--- src/rtl/seg_pkg.sv ---
//==============================================================================
// Module  : seg_pkg
// Brief   : Shared constants, digit index type and anode decode helper for the
//           multiplexed three-digit common-anode 7-segment display.
// Revision: 1.0 - initial release
//==============================================================================
`default_nettype none

package seg_pkg;

    localparam logic [7:0] SEG_OFF  = 8'hFF;
    localparam logic [7:0] SEG_ZERO = 8'hC0;
    localparam logic [2:0] AN_OFF   = 3'b111;

    typedef enum logic [1:0] {
        DIG_U = 2'd0,
        DIG_D = 2'd1,
        DIG_C = 2'd2
    } digit_idx_t;

    // Active-low one-cold anode pattern for a digit; unused encoding keeps all off.
    function automatic logic [2:0] an_select(input digit_idx_t d);
        logic [2:0] r;
        case (d)
            DIG_U:   r = 3'b110;
            DIG_D:   r = 3'b101;
            DIG_C:   r = 3'b011;
            default: r = AN_OFF;
        endcase
        return r;
    endfunction

endpackage

`default_nettype wire

--- src/rtl/seven_seg_scan_timer.sv ---
//==============================================================================
// Module  : seg_slot_timer
// Brief   : Slot counter and digit sequencer for the display scan. cnt, idx,
//           show and frame_tick describe the slot position that the output
//           registers will hold after the coming edge; load marks that edge as
//           the frame boundary where the pattern shadows must capture.
// Revision: 1.0 - initial release
//==============================================================================
`default_nettype none

module seg_slot_timer
    import seg_pkg::*;
#(
    parameter  int DIV   = 50000,
    parameter  int BLANK = 500,
    localparam int CW    = (DIV > 1) ? $clog2(DIV) : 1
) (
    input  logic          clk,
    input  logic          rst,
    output logic [CW-1:0] cnt,
    output digit_idx_t    idx,
    output logic          show,
    output logic          frame_tick,
    output logic          load
);

    localparam logic [CW-1:0] c_last_cnt = CW'(DIV - 1);

    logic          r_run;
    logic [CW-1:0] r_cnt;
    digit_idx_t    r_idx;
    logic [CW-1:0] w_cnt_nxt;
    digit_idx_t    w_idx_nxt;

    always_ff @(posedge clk) begin
        if (rst) begin
            r_run <= 1'b0;
            r_cnt <= '0;
            r_idx <= DIG_U;
        end else begin
            r_run <= 1'b1;
            r_cnt <= w_cnt_nxt;
            r_idx <= w_idx_nxt;
        end
    end

    // The first edge out of reset holds position 0 so the first displayed
    // cycle is slot 0, cycle 0 of a frame and carries the frame tick.
    always_comb begin
        w_cnt_nxt = r_cnt;
        w_idx_nxt = r_idx;
        load      = 1'b0;
        if (r_run) begin
            if (r_cnt == c_last_cnt) begin
                w_cnt_nxt = '0;
                load      = (r_idx == DIG_C);
                case (r_idx)
                    DIG_U:   w_idx_nxt = DIG_D;
                    DIG_D:   w_idx_nxt = DIG_C;
                    default: w_idx_nxt = DIG_U;
                endcase
            end else begin
                w_cnt_nxt = r_cnt + CW'(1);
            end
        end
    end

    assign cnt        = w_cnt_nxt;
    assign idx        = w_idx_nxt;
    assign frame_tick = (w_cnt_nxt == '0) && (w_idx_nxt == DIG_U);

    generate
        if (BLANK == 0) begin : g_no_blank
            assign show = 1'b1;
        end else begin : g_blank
            assign show = (w_cnt_nxt >= CW'(BLANK));
        end
    endgenerate

endmodule

`default_nettype wire

--- src/rtl/seven_seg_scan.sv ---
//==============================================================================
// Module  : seven_seg_scan
// Brief   : Time-multiplexed driver for a three-digit common-anode display with
//           per-slot blanking and frame-coherent pattern snapshots.
//           Optional leading-zero blanking: define SEVEN_SEG_SCAN_LZB_EN.
// Revision: 1.0 - initial release
//==============================================================================
`default_nettype none

module seven_seg_scan
    import seg_pkg::*;
#(
    parameter int DIV   = 50000,
    parameter int BLANK = 500
) (
    input  logic       clk,
    input  logic       rst,
    input  logic [7:0] Seg_U,
    input  logic [7:0] Seg_D,
    input  logic [7:0] Seg_C,
    output logic [7:0] seg,
    output logic [2:0] an,
    output logic       frame_tick
);

    localparam int CW = (DIV > 1) ? $clog2(DIV) : 1;

    logic [CW-1:0] w_unused_cnt;
    digit_idx_t    w_idx;
    logic          w_show;
    logic          w_tick;
    logic          w_load;

    logic [7:0]    r_sh_u, r_sh_d, r_sh_c;
    logic [7:0]    w_sh_u_nxt, w_sh_d_nxt, w_sh_c_nxt;
    logic [7:0]    w_pat;
    logic [7:0]    r_seg;
    logic [2:0]    r_an;
    logic          r_tick;

    seg_slot_timer #(
        .DIV   (DIV),
        .BLANK (BLANK)
    ) u_timer (
        .clk        (clk),
        .rst        (rst),
        .cnt        (w_unused_cnt),
        .idx        (w_idx),
        .show       (w_show),
        .frame_tick (w_tick),
        .load       (w_load)
    );

    // Shadows change only on the frame boundary, so a frame never mixes two
    // input snapshots.
    always_comb begin
        w_sh_u_nxt = r_sh_u;
        w_sh_d_nxt = r_sh_d;
        w_sh_c_nxt = r_sh_c;
        if (w_load) begin
            w_sh_u_nxt = Seg_U;
            w_sh_d_nxt = Seg_D;
            w_sh_c_nxt = Seg_C;
        end
    end

`ifdef SEVEN_SEG_SCAN_LZB_EN
    logic w_blank_c;
    logic w_blank_d;

    // Tens may only be suppressed when hundreds already is, so "105" keeps its 0.
    assign w_blank_c = (w_sh_c_nxt == SEG_ZERO);
    assign w_blank_d = w_blank_c && (w_sh_d_nxt == SEG_ZERO);

    always_comb begin
        w_pat = SEG_OFF;
        case (w_idx)
            DIG_U:   w_pat = w_sh_u_nxt;
            DIG_D:   w_pat = w_blank_d ? SEG_OFF : w_sh_d_nxt;
            DIG_C:   w_pat = w_blank_c ? SEG_OFF : w_sh_c_nxt;
            default: w_pat = SEG_OFF;
        endcase
    end
`else
    always_comb begin
        w_pat = SEG_OFF;
        case (w_idx)
            DIG_U:   w_pat = w_sh_u_nxt;
            DIG_D:   w_pat = w_sh_d_nxt;
            DIG_C:   w_pat = w_sh_c_nxt;
            default: w_pat = SEG_OFF;
        endcase
    end
`endif

    always_ff @(posedge clk) begin
        if (rst) begin
            r_sh_u <= SEG_OFF;
            r_sh_d <= SEG_OFF;
            r_sh_c <= SEG_OFF;
            r_seg  <= SEG_OFF;
            r_an   <= AN_OFF;
            r_tick <= 1'b0;
        end else begin
            r_sh_u <= w_sh_u_nxt;
            r_sh_d <= w_sh_d_nxt;
            r_sh_c <= w_sh_c_nxt;
            r_seg  <= w_show ? w_pat : SEG_OFF;
            r_an   <= w_show ? an_select(w_idx) : AN_OFF;
            r_tick <= w_tick;
        end
    end

    assign seg        = r_seg;
    assign an         = r_an;
    assign frame_tick = r_tick;

endmodule

`default_nettype wire

--- config.mk ---
export PLATFORM = sky130hd
export DESIGN_NAME = seven_seg_scan
export DESIGN_NICKNAME = d
export VERILOG_FILES = /design/src/rtl/seg_pkg.sv /design/src/rtl/seven_seg_scan_timer.sv /design/src/rtl/seven_seg_scan.sv
export SDC_FILE = /design/constraint.sdc
export NUM_CORES = 1
export LEC_CHECK = 0
export CORE_MARGIN = 2
export CORE_UTILIZATION = 24
export CTS_BUF_LIST = sky130_fd_sc_hd__clkbuf_4 sky130_fd_sc_hd__clkbuf_8 sky130_fd_sc_hd__clkbuf_16
export DETAILED_ROUTE_END_ITERATION = 10
export GPL_ROUTABILITY_DRIVEN = 0
export GPL_TIMING_DRIVEN = 0
export HOLD_SLACK_MARGIN = 0.06
export PLACE_DENSITY = 0.48
export SLEW_MARGIN = 5
export SYNTH_ARGS = -nofsm -noshare
export SYNTH_HDL_FRONTEND = slang
export SYNTH_SLANG_ARGS = --single-unit
--- constraint.sdc ---
create_clock -name clk -period 2.8 [get_ports clk]
set_clock_uncertainty 0.15 [all_clocks]
set_input_delay 0.56 -clock clk [delete_from_list [all_inputs] [get_ports clk]]
set_output_delay 0.56 -clock clk [all_outputs]
set_load 0.01 [all_outputs]
# After elaboration in Yosys (flattened, before gate mapping)
# Cells that the tools add are included.
# word_totals
input_bits	26
out_inout_bits	12
reg_bits	55
# classes
n_eq_ne	5
bitwise_logic	1
n_addsub	1
magnitude_cmp	1
n_mux	13
n_reduce_logical	5
# op_table
cell	count
16-bit 2-to-1 mux	2
8-bit 2-to-1 mux	3
8-bit one-hot mux with 3 select lines	1
16-bit by 1-bit adder with 16-bit output, second input constant	1
16-bit equality test, second input constant	1
16-bit by 9-bit greater-or-equal comparator with 1-bit output, second input constant	1
16-bit zero test	1
3-bit one-hot mux with 3 select lines	1
2-bit by 1-bit equality test with 1-bit output, second input constant	2
2-bit equality test, second input constant	2
2-bit zero test	2
2-bit 2-to-1 mux	2
2-bit one-hot mux with 2 select lines	1
1-bit 2-to-1 mux	3
2-bit OR reduction	1
1-bit logical AND	1
1-bit NOT	1

# Depth between registers and ports, before layout
# Gate-level depths: netlist of run 1.
# logic_depth
ltp_word	6
depth_mapped	9
mapped_depth_nobuf	7

# Hierarchy
# From an unflattened synthesis of run 1, not the netlist that was laid out.
# unflattened
cells_unflattened	293
area_unflattened_um2	2747.6
# by_module_without_submodules
module	area_per_inst_um2	instances	cells_per_inst
seven_seg_scan	1531.5	1	140
seg_slot_timer	1216.2	1	153

# Worst setup path before layout of run 1
# OpenSTA, ideal clock, no wires.
# synth_timing
path_type	register to register
startpoint	register u_timer.r_cnt[0]
endpoint	register r_seg[0], in the netlist seg[0]
setup_slack_ns	0.342
path_stages_with_launch	8
arrival_ns	2.162
t_required_ns	2.504
path_cell_list	dfxtp_1 -> ha_1 -> nand4_1 -> or2_2 -> o21a_1 -> or4_1 -> a31oi_1 -> nand4_1
# synth_via
elab_chain_cells	6
elab_cells_between_ends	18
# synth_rtl
item	line	text
start, declared	seven_seg_scan_timer.sv:30	logic [CW-1:0] r_cnt;
start signal, assigned	seven_seg_scan_timer.sv:42	r_cnt <= w_cnt_nxt;
16-bit by 1-bit adder with 16-bit output or 16-bit equality test (tied branches)	seven_seg_scan_timer.sv:63, seven_seg_scan_timer.sv:54	
16-bit 2-to-1 mux	seven_seg_scan_timer.sv:54	if (r_cnt == c_last_cnt) begin
16-bit 2-to-1 mux	seven_seg_scan_timer.sv:53	if (r_run) begin
16-bit by 9-bit greater-or-equal comparator with 1-bit output	seven_seg_scan_timer.sv:76	assign show = (w_cnt_nxt >= CW'(BLANK));
1-bit NOT (no line)	--	
2-bit OR reduction (no line)	--	
end signal, assigned	seven_seg_scan.sv:108	r_seg <= w_show ? w_pat : SEG_OFF;
end, declared	seven_seg_scan.sv:37	logic [7:0] r_seg;
# Parallel ways exist; a longest one is shown, timed or not.
# A chain may end at the register's enable or synchronous reset.

# Worst setup path after layout of run 1
# layout_timing
startpoint	register u_timer.r_cnt[11]
endpoint	register r_seg[2], in the netlist seg[2]
# The elaborated chain is that of the path after synthesis.

==> flow_summary.yaml, run 1 <==
setup_path:
  arrival_ns: 2.67
  required_ns: 2.81
  worst_setup_path_start_kind: "flip-flop"
  crit_type: "flip-flop to flip-flop"
  cp-end-kind: "flip-flop"
  crit_path_max_fanout: 10
drt:
  ant_nets: 0
  drt_iter0_markers: 159
  drc: 0
  dr.pass1.iters: 5
  dr_total_vias: 2598
  via_per_inst: 4.911
  wirelength_um: 7935
  wl_per_cell_um: 15.00
sta:
  fin_tns_setup_ns: 0
  period_needed_ns: 2.657
  fin_crit_sh_pct: 94.89
  hold_viol_final: 0
  tightest_slew_ns: 0.5743
  maxSlewViolCount: 0
  max_freq_mhz: 376.4
  slew_headroom_pct: 61.57
  setup_violations: 0
logic_synthesis:
  synthFlopType: "dfxtp_1"
  ys_warn_count: 0
  syn_area_per_cell_sq_um: 7.927
  yosys.area.top_type_share_pct: 40.50
  synth_enable_flop_cells: 0
  synth_top_area_cell: "dfxtp_1"
  syn_nets: 370
  ys_async_sr_fraction_pct: 0
  yosys.cell_types.count: 48
  synth_area_sq_um: 2719
  synthCells: 343
  synthTopCellsByArea: "dfxtp_1, nand2_1, nand3_1"
  ys_ff_latch: 55
  synth-seq-area-share_pct: 40.50
cells_and_area:
  utilization_pct: 31.78
  fin_cells: 529
  fin_nets: 415
  fill_cells: 1183
  antenna_cells: 0
  area_growth_pct: 27.84
  final_common_cell: "nand2_1"
  fin_area_sq_um: 3476
  layout-drive-gt1-share_pct: 8.740
  final_cell_mix: "nand2_1, dfxtp_1, nand3_1"
die:
  die_h_um: 110.4
  core_area_sq_um: 10940
  die_area_sq_um: 12200
  start_util_pct: 24.86
  rows: 38
  io_pins: 38
  die_w_um: 110.4
run:
  cap_violations: 0
clocking:
  cts-buffers-inserted: 5
  clk_pin_slew_ns: 0.07
  cts.sinks: 55
  cts-htree-levels: 2
  cts-root-buf: "clkbuf_16"
  clockBufferDepth: 2
  clk_latency_ns: 0.30
  cts_tree: "built"
hold_path:
  hold_class: "flip-flop to flip-flop"
place:
  io_buffers: 36
  hpwl_um: 5667
  post_dp_cell_area_sq_um: 3254
  dp_cells: 519
global_routing:
  grt_pass1_wl_um: 12610
  grt_max_degree: 20
  grt.overflow.total: 0
  antenna_found_initial: 0
  grt_usage_pct: 12.65
  grt_pass1_vias: 2454
power:
  power_leakage_nw: 1.387
  powerDensity_nw_per_um2: 439.7
  irDropWorstVdd_mv: 0.2142
run_status:
  status: "complete, no violations"
cells in the mapped netlist (all sizes together) (3+ instances only):
master / instances
nand4: 10
o21ai: 9
or4: 4
nor2: 24
a31oi: 3
a21o: 3
nand3: 43
a21oi: 6
buf: 10
and2: 3
dfxtp: 55
clkbuf: 11
a221oi: 3
nand2b: 6
nand2: 77
mux2i: 15
nor4: 5
a22oi: 5
nor3: 7
xor2: 7
or3: 3
xnor2: 7
cell families (layout without fill, tap and decap cells):
group	after synthesis	count (layout)	synth area share (%)
muxes	16	16	5.936
and+or+nand+nor	190	190	33.27
adders and majority gates	1	1	0.4601
DFF	55	55	40.50
xor gates and xnor gates	14	14	4.510
buffers and inverters	23	69	3.865
AOI/OAI and AO/OA	44	44	11.46
per-stage QoR:
| stage | worst slack [ns] | total power, mW | hold WS, ns |
|---|---|---|---|
| final | 0.1431 | 1.528 | 0.3328 |
| after global routing | -0.003906 | 1.587 | 0.3592 |
| after detailed placement | -0.08892 | 0.8886 | 0.3201 |
| after CTS | 0.04077 | 1.546 | 0.3338 |
| after global placement | -0.1043 | 0.8887 | 0.3129 |
| after floorplan | 0.3422 | 0.8384 | 0.2905 |
sequential cells by signal, indices dropped and copies added, names as in the netlist:
register,cells
u_timer.r_cnt,16
u_timer.r_idx,2
r_sh_u,8
u_timer.r_run,1
r_sh_c,8
frame_tick,1
seg,8
r_sh_d,8
an,3
path summary, 6_finish.rpt:
kind | slack, ns | depth (start not counted) | from | to
worst min-delay path | 0.33 | 2 | r_sh_d[1] | r_sh_d[1]
worst max register to register | 0.14 | 7 | u_timer.r_cnt[11] | seg[2]
worst min register to register | 0.33 | 2 | r_sh_d[1] | r_sh_d[1]
worst max-delay path | 0.14 | 7 | u_timer.r_cnt[11] | seg[2]
routing by layer:
layer / wire [um] / vias to the layer above / global-route usage (%)
li1: - / 1297 / -
met1: 4073 / 1221 / 18.67
met2: 3358 / 71 / 18.65
met3: 378 / 9 / 2.141
met4: 124 / 0 / 4.000
met5: 0 / - / 0
report_power, final:
group          total (mW)  internal, mW  switching (mW)
clock               0.656         0.341           0.316
combinational      0.0811        0.0474          0.0336
sequential          0.791         0.786         0.00495
layout make-up:
| type | instances | area, sq um | share of cell area, % |
|---|---|---|---|
| Buffer | 21 | 97.59 | 2.808 |
| Clock buffer | 5 | 125.1 | 3.600 |
| Multi-Input combinational cell | 265 | 1565 | 45.03 |
| Timing Repair Buffer | 38 | 375.4 | 10.80 |
| Tap cell | 140 | 175.2 | 5.040 |
| Inverter | 2 | 7.507 | 0.2160 |
| Sequential cell | 55 | 1102 | 31.71 |
| Clock inverter | 3 | 27.53 | 0.7919 |
worst max-delay path, cell delays in order (launching register included):
cell and delay, ns:
dfxtp_1 0.38, or4b_4 0.58, or4_1 0.52, buf_2 0.18, buf_6 0.17, o211a_1 0.21, a221oi_1 0.21, nand3_1 0.13
repair_timing:
action | CTS | global route
endpoints found under the setup margin | 9 | 18
resized for setup | 3 | 7
buffers inserted | 0 | 2
cloned | 0 | 0
hold buffers | 0 | 0
Note: power is estimated with default switching activity, not from simulation.
==> run 2: changes to the inputs <==
- CAP_MARGIN: not set -> 25
- CORE_UTILIZATION: 24 -> 54
- PLACE_DENSITY: 0.48 -> 0.86
==> flow_summary.yaml, run 2 (synthesis gave the netlist of run 1 again) <==
clocking:
  cts-htree-levels: 2
  hold_buffers: 0
  clk_pin_slew_ns: 0.10
  cts-buffers-inserted: 5
  cts_tree: "built"
  clockBufferDepth: 2
  cts-root-buf: "clkbuf_8"
  post-cts-setup-buffers: 0
  post_cts_resize_count: 2
  cts.sinks: 55
  clk_latency_ns: 0.32
cells_and_area:
  fin_nets: 413
  layout-drive-gt1-share_pct: 7.494
  final_common_cell: "nand2_1"
  antenna_cells: 0
  fin_area_sq_um: 3298
  largest_reg_flops: 16
  utilization_pct: 68.92
  area_growth_pct: 21.31
  fin_cells: 454
  final_cell_mix: "nand2_1, dfxtp_1, nand3_1"
  top_register: "u_timer.r_cnt"
setup_path:
  worstRegToRegCells: 8
  path_buf_inv: 2
  crit_path_max_fanout: 10
  cp_top_family: "simple AND/OR/NAND/NOR gates"
  worst_setup_path_start_kind: "flip-flop"
  max_stage_delay_ns: 0.52
  arrival_ns: 2.77
  required_ns: 2.84
  crit_end: "seg[2]"
  crit_type: "flip-flop to flip-flop"
  r2r-start: "u_timer.r_cnt[7]"
  worstSetupStartpoint: "u_timer.r_cnt[7]"
  crit_chain: "buf_2, or4_1, or4_1, buf_2, nand2_1, a21oi_1, a221oi_1, nand3_1"
  path_depth: 8
  r2r_slack_ns: 0.07
  rr_endpoint: "seg[2]"
  cp-end-kind: "flip-flop"
  cpMaxStageDelayCell: "or4_1"
die:
  die_w_um: 74.96
  start_util_pct: 56.81
  die_area_sq_um: 5618
  die_h_um: 74.96
  rows: 25
  core_area_sq_um: 4786
  io_pins: 38
place:
  hpwl_um: 4709
  io_buffers: 36
  post_dp_cell_area_sq_um: 3163
  post-place-ws_ns: -0.03223
  dp_cells: 446
global_routing:
  met1_usage_pct: 35.45
  grt.busiest_layer: "met2"
  antenna_found_initial: 0
  grt_usage_pct: 24.21
  grt_pass1_wl_um: 10380
  grt_pass1_vias: 2248
  grt.overflow.total: 0
  grt_max_degree: 18
  grtUsageMet3_pct: 4.685
  met2_usage_pct: 35.87
hold_path:
  hold_class: "flip-flop to flip-flop"
power:
  power_leakage_nw: 1.356
  powerDensity_nw_per_um2: 405.5
  irDropWorstVdd_mv: 0.2667
  power_mw: 1.337
sta:
  fin_tns_setup_ns: 0
  hold_viol_final: 0
  maxSlewViolCount: 0
  finalWorstSetupSlack_ns: 0.07392
  grt_setup_unrepaired: "false"
  slew_headroom_pct: 56.84
  tightest_slew_ns: 0.6450
  period_needed_ns: 2.726
  fin_crit_sh_pct: 97.36
  setup_violations: 0
  max_freq_mhz: 366.8
  hold_slack_ns: 0.3399
drt:
  dr.pass1.iters: 5
  wl_per_cell_um: 14.45
  ant_nets: 0
  wirelength_um: 6560
  via_per_inst: 5.789
  dr_total_vias: 2628
  drc: 0
  drt_iter0_markers: 318
run:
  cap_violations: 0
run_status:
  status: "complete, no violations"
## run 2: final cells by class
cell class	instances	area, sq um
inverters	2	7.507
multi-input cells	265	1549
plain buffers	21	97.59
flip-flops and latches	55	1101
repair buffers	36	360.3
well taps	67	83.83
fillers	421	1488
clock inverters	2	16.27
clock buffers	6	82.58
## run 2: power breakdown
group / total [mW] / switching (mW) / internal, mW
Sequential: 0.790 / 0.00442 / 0.786
Combinational: 0.0781 / 0.0316 / 0.0465
Clock: 0.469 / 0.266 / 0.202
Total: 1.34 / 0.302 / 1.03
## run 2: layer usage
| metal | part of all wire [%] | routed length (um) |
|---|---|---|
| met1 | 48 | 3133 |
| met2 | 43 | 2842 |
| met3 | 7.3 | 481 |
| met4 | 1.6 | 102 |
| met5 | 0 | 0 |
## run 2: worst reg2reg max path: stages (launching register included)
cell and delay [ns]:
dfxtp_1 0.30, buf_2 0.17, or4_1 0.52, or4_1 0.51, buf_2 0.18, nand2_1 0.11, a21oi_1 0.16, a221oi_1 0.37
nand3_1 0.13
## run 2: worst min path at each step
stage,from,to,slack (ns),cells after the start
floorplan,r_sh_d[1],r_sh_d[1],0.29,2
global placement,r_sh_d[3],r_sh_d[3],0.31,2
detailed placement,r_sh_d[3],r_sh_d[3],0.33,2
CTS,r_sh_d[3],r_sh_d[3],0.34,2
global route,r_sh_d[6],r_sh_d[6],0.36,2
finish,r_sh_d[5],r_sh_d[5],0.34,2
